===== src/rtl/wb_port_arbiter.sv =====
// Register-file write-port arbiter: pipeline writeback has priority over a queued aux unit,
// with a starvation counter that forces aux slots. Optional grant/stall statistics via WB_ARB_STATS_EN.
module wb_port_arbiter #(
  parameter int DATA_W     = 16,
  parameter int ADDR_W     = 4,
  parameter int DEPTH      = 4,
  parameter int STARVE_MAX = 8
) (
  input  logic              clk,
  input  logic              rst_n,
  input  logic              wb_valid,
  input  logic              wb_sel,
  input  logic [DATA_W-1:0] wb_mem_data,
  input  logic [DATA_W-1:0] wb_calc_data,
  input  logic [ADDR_W-1:0] wb_addr,
  output logic              stall_o,
  input  logic              aux_valid,
  output logic              aux_ready,
  input  logic [DATA_W-1:0] aux_data,
  input  logic [ADDR_W-1:0] aux_addr,
  input  logic [ADDR_W-1:0] q_addr,
  output logic              q_pending,
  output logic              rf_we,
  output logic [ADDR_W-1:0] rf_addr,
  output logic [DATA_W-1:0] rf_wdata
`ifdef WB_ARB_STATS_EN
  ,
  output logic [15:0]       stat_pipe_grants,
  output logic [15:0]       stat_aux_grants,
  output logic [15:0]       stat_stall_cycles
`endif
);

  localparam int PTR_W = (DEPTH > 1) ? $clog2(DEPTH) : 1;
  localparam int CNT_W = $clog2(DEPTH + 1);
  localparam int ST_W  = $clog2(STARVE_MAX + 1);

  logic [PTR_W-1:0]  wr_ptr_q, wr_ptr_d;
  logic [PTR_W-1:0]  rd_ptr_q, rd_ptr_d;
  logic [CNT_W-1:0]  count_q, count_d;
  logic [ST_W-1:0]   starve_q, starve_d;
  logic [DEPTH-1:0]  valid_q, valid_d;
  logic [DEPTH-1:0]  hit;
  logic [ADDR_W-1:0] addr_mem [DEPTH];
  logic [DATA_W-1:0] data_mem [DEPTH];

  logic              rf_we_q, rf_we_d;
  logic [ADDR_W-1:0] rf_addr_q, rf_addr_d;
  logic [DATA_W-1:0] rf_wdata_q, rf_wdata_d;

  logic              fifo_full;
  logic              fifo_empty;
  logic              force_aux;
  logic              push;
  logic              pop;
  logic              pipe_grant;
  logic [DATA_W-1:0] pipe_data;

  assign fifo_full  = (count_q == CNT_W'(DEPTH));
  assign fifo_empty = (count_q == '0);
  assign force_aux  = (starve_q == ST_W'(STARVE_MAX)) && !fifo_empty;

  // Pipeline loses the port only on a forced slot; an idle pipeline lets the FIFO head drain.
  assign pipe_grant = wb_valid && !force_aux;
  assign pop        = force_aux || (!wb_valid && !fifo_empty);
  assign push       = aux_valid && !fifo_full;
  assign pipe_data  = wb_sel ? wb_mem_data : wb_calc_data;

  assign stall_o    = force_aux;
  assign aux_ready  = !fifo_full;

  genvar gi;
  generate
    for (gi = 0; gi < DEPTH; gi++) begin : g_hit
      assign hit[gi] = valid_q[gi] && (addr_mem[gi] == q_addr);
    end
  endgenerate

  assign q_pending = |hit;

  always_comb begin
    wr_ptr_d = wr_ptr_q;
    rd_ptr_d = rd_ptr_q;
    count_d  = count_q;
    valid_d  = valid_q;
    if (pop) begin
      rd_ptr_d          = rd_ptr_q + PTR_W'(1);
      valid_d[rd_ptr_q] = 1'b0;
    end
    if (push) begin
      wr_ptr_d          = wr_ptr_q + PTR_W'(1);
      valid_d[wr_ptr_q] = 1'b1;
    end
    case ({push, pop})
      2'b10:   count_d = count_q + CNT_W'(1);
      2'b01:   count_d = count_q - CNT_W'(1);
      default: count_d = count_q;
    endcase
  end

  always_comb begin
    starve_d = starve_q;
    if (pop || fifo_empty) begin
      starve_d = '0;
    end else if (pipe_grant && (starve_q != ST_W'(STARVE_MAX))) begin
      starve_d = starve_q + ST_W'(1);
    end
  end

  always_comb begin
    rf_we_d    = pipe_grant || pop;
    rf_addr_d  = rf_addr_q;
    rf_wdata_d = rf_wdata_q;
    if (pipe_grant) begin
      rf_addr_d  = wb_addr;
      rf_wdata_d = pipe_data;
    end else if (pop) begin
      rf_addr_d  = addr_mem[rd_ptr_q];
      rf_wdata_d = data_mem[rd_ptr_q];
    end
  end

  // Entry payload needs no reset: valid_q alone decides what is live.
  always_ff @(posedge clk) begin
    if (push) begin
      addr_mem[wr_ptr_q] <= aux_addr;
      data_mem[wr_ptr_q] <= aux_data;
    end
  end

  always_ff @(posedge clk or negedge rst_n) begin
    if (!rst_n) begin
      wr_ptr_q   <= '0;
      rd_ptr_q   <= '0;
      count_q    <= '0;
      valid_q    <= '0;
      starve_q   <= '0;
      rf_we_q    <= 1'b0;
      rf_addr_q  <= '0;
      rf_wdata_q <= '0;
    end else begin
      wr_ptr_q   <= wr_ptr_d;
      rd_ptr_q   <= rd_ptr_d;
      count_q    <= count_d;
      valid_q    <= valid_d;
      starve_q   <= starve_d;
      rf_we_q    <= rf_we_d;
      rf_addr_q  <= rf_addr_d;
      rf_wdata_q <= rf_wdata_d;
    end
  end

  assign rf_we    = rf_we_q;
  assign rf_addr  = rf_addr_q;
  assign rf_wdata = rf_wdata_q;

`ifdef WB_ARB_STATS_EN
  logic [15:0] st_pipe_q, st_pipe_d;
  logic [15:0] st_aux_q, st_aux_d;
  logic [15:0] st_stall_q, st_stall_d;

  always_comb begin
    st_pipe_d  = st_pipe_q;
    st_aux_d   = st_aux_q;
    st_stall_d = st_stall_q;
    if (pipe_grant && (st_pipe_q != 16'hFFFF)) st_pipe_d  = st_pipe_q + 16'd1;
    if (pop && (st_aux_q != 16'hFFFF))         st_aux_d   = st_aux_q + 16'd1;
    if (stall_o && (st_stall_q != 16'hFFFF))   st_stall_d = st_stall_q + 16'd1;
  end

  always_ff @(posedge clk or negedge rst_n) begin
    if (!rst_n) begin
      st_pipe_q  <= '0;
      st_aux_q   <= '0;
      st_stall_q <= '0;
    end else begin
      st_pipe_q  <= st_pipe_d;
      st_aux_q   <= st_aux_d;
      st_stall_q <= st_stall_d;
    end
  end

  assign stat_pipe_grants  = st_pipe_q;
  assign stat_aux_grants   = st_aux_q;
  assign stat_stall_cycles = st_stall_q;
`endif

endmodule


===== config.mk =====
export PLATFORM = sky130hd
export DESIGN_NAME = wb_port_arbiter
export DESIGN_NICKNAME = d
export VERILOG_FILES = /design/src/rtl/wb_port_arbiter.sv
export SDC_FILE = /design/constraint.sdc
export NUM_CORES = 1
export LEC_CHECK = 0
export ABC_AREA = 0
export BUFFER_PORTS_ARGS = -buffer_cell sky130_fd_sc_hd__buf_2
export CAP_MARGIN = 20
export CORE_AREA = 2 2 172 90
export DETAILED_ROUTE_END_ITERATION = 8
export DIE_AREA = 0 0 174 92
export PLACE_DENSITY = 0.54
export SETUP_SLACK_MARGIN = 0.05
export SYNTH_ARGS = -nofsm -noshare
export SYNTH_HDL_FRONTEND = slang
export SYNTH_SLANG_ARGS = --single-unit

===== constraint.sdc =====
create_clock -name clk -period 2.17 [get_ports clk]
set_input_delay 0.1085 -clock clk [delete_from_list [all_inputs] [get_ports clk]]
set_output_delay 0.1085 -clock clk [all_outputs]
set_load 0.01 [all_outputs]

==> out/metrics.cfg <==
[route]
final_antenna_net_count = 0
drt_wl_total_microns = 11500
wire_per_inst_microns = 17.4
drt-pass1-iter-count = 4
vias = 3051
post-route-drc-count = 0
drtIter0Drc = 203
viasPerCell = 4.61

[sta]
fmax_ghz = 0.503
tightest_slew_ns = 0.546
tns_ns = 0
period_share = 0.917
slew_viol_final = 0
worst_slack_ns = 0.181
rsz0062_at_grt = false
slew_headroom = 0.636
finalSetupViolCount = 0
finalCriticalPeriod_ns = 1.99
clock_skew_ns = 0.0172
hold_viol = 0

[clock_tree]
cts_tree = built
clockBufferDepth = 2
cts_sinks = 116
cts_setup_buffers = 0
clkLatencyLatePin_ns = 0.42
cts_max_level = 4
ctsRootBufferMaster = clkbuf_16
clk_pin_slew_ns = 0.06
cts_buffers = 17

[synthesis]
synth_area_sq_mm = 0.00497
postSynthCellCount = 312
avgSynthCellArea_sq_um = 15.9
synth_area_leaders = edfxtp_1 48%, dfrtp_1 18%, mux4_2 8.6%, mux2_2 3.6%, nand2_1 3.4%
ys.flop_type = edfxtp_1
ys_types = 31
synth_edf_count = 80
yosysSeqAreaShare = 0.665
async_flop_share = 0.310
syn-num-nets = 389
yosys_warnings = 0
ys_ff_latch = 116
yosys.area.top_type = edfxtp_1
yosysTopAreaCellShare = 0.484

[worst_setup_path]
crit_path_end_kind = register
critPathArrivalTime_ns = 2.32
worst-setup-path-type = reg2reg
crit_path_frequent_cell = inv_1
critPathRequiredTime_ns = 2.50
cpMaxStageDelayCell = dfrtp_1
worstSetupStartpointType = register
max_stage_delay_ns = 0.42
worstPathMaxFanout = 4
crit_chain = inv_1 > nand3_1 > and2_1 > inv_1 > ha_4 > inv_1 > fa_2 > xor2_1 > nor2_1 > xor2_1

[flow_run]
max-cap-violations = 0

[layout]
fin_nets = 522
design_area_sq_mm = 0.00662
final_common_cell = buf_2
final_cell_mix = 88 x buf_2, 80 x edfxtp_1, 45 x nand2_1
diodes = 0
fill_cells = 1318
synthToLayoutAreaGrowth_pct = 33.3
drive_gt1_frac = 0.380

[grt]
grt_pass1_wl_microns = 18100
antenna_found_initial = 0
grt_start_max_net_pins = 28
grt_util_all_layers = 0.155
overflow = 0
grt_pass1_vias = 3247

[placement]
dpl_cell_area_sq_mm = 0.00575
place.gp.congestion = 0.732
dp_hpwl_microns = 7550
portBuffers = 88
place_ws_ns = 0.197

[worst_hold_path]
hold_class = in2reg

[die]
io_pins = 89
start_util = 0.337
die-area_sq_mm = 0.0160
rows = 32
die-width_microns = 174
die_h_microns = 92
core_sq_mm = 0.0147

[pwr]
power_density_mw_per_mm2 = 1290
leakage_nw = 2.68
ir_drop_mv = 0.671
fin_total_pwr_mw = 8.55

[outcome]
outcome = completed

## metal layers
metal / track usage / vias to the layer above / part of all wire
met5: 0 / - / 0
met4: 0.0518 / 0 / 0.0080
met3: 0.0452 / 9 / 0.064
met2: 0.236 / 96 / 0.45
met1: 0.214 / 1522 / 0.48
li1: - / 1424 / -
## flip-flops by register name, indices dropped and copies added, names as in the netlist, 3 cells and up
signal / cells
count_q: 3
rf_wdata: 16
addr_mem: 16
data_mem: 64
valid_q: 4
starve_q: 4
rf_addr: 4
## critical path: cells and delay by family, from the launching register on
kind                     cells  cell delay [ns]
adder cells (fa/ha/maj)      2             0.47
AND/OR/NAND/NOR              3             0.44
flip-flops                   1             0.42
XOR/XNOR                     2             0.30
buffers and inverters        3             0.28
## synthesized netlist by cell type (8+ instances only)
library cell  number
ha_1              11
mux2_2            16
edfxtp_1          80
xor2_1            15
buf_2              8
xnor2_1            8
nand2_1           45
inv_1             11
a22oi_1           20
dfrtp_1           36
mux4_2            19
## logic make-up after synthesis
logic type      share of synthesized area
compound gates                     0.0421
xor+xnor                           0.0406
fa+ha+maj                          0.0317
buf+inv                            0.0232
flops                               0.665
mux                                 0.132
simple gates                       0.0653
## worst paths after layout
path / from / to / slack (ns) / cells past startpoint
min reg2reg: rf_wdata[2] / rf_wdata[2] / 0.46 / 2
max reg2reg: count_q[0] / count_q[2] / 0.18 / 10
max in group asynchronous: rst_n / rf_wdata[11] / 1.40 / 3
min: wb_valid / rf_we / 0.02 / 3
max: count_q[0] / count_q[2] / 0.18 / 10
min in group asynchronous: rst_n / rf_addr[2] / 0.22 / 2
## cell type report
cell class	count	area (sq um)	share of cell area
clock buffer	20	447	0.0675
clock inverter	12	178	0.0268
inverter	12	45.0	0.00680
multi-input combinational	172	1570	0.237
sequential	116	3300	0.499
tap	204	255	0.0385
timing repair buffer	126	826	0.125
## stage by stage
step | util | std cells | hold slack [ns]
global placement | 0.390 | 605 | 0.128
floorplan | - | 312 | -0.187
global route | 0.449 | 662 | 0.0334
detailed placement | 0.390 | 605 | 0.131
CTS | 0.449 | 662 | 0.00772
finish | 0.449 | 662 | 0.0235
## report_power, final
group	switching [mW]	internal (mW)
sequential	0.274	2.99
combinational	1.21	1.09
clock	1.03	1.95
## what timing repair did
action | CTS | global route
hold buffers | 25 | 0
endpoints found under the hold margin | 104 | 0
resized for setup | 0 | 0
setup endpoints to repair | 0 | 0
No activity file was read; power rests on OpenSTA's default activity.
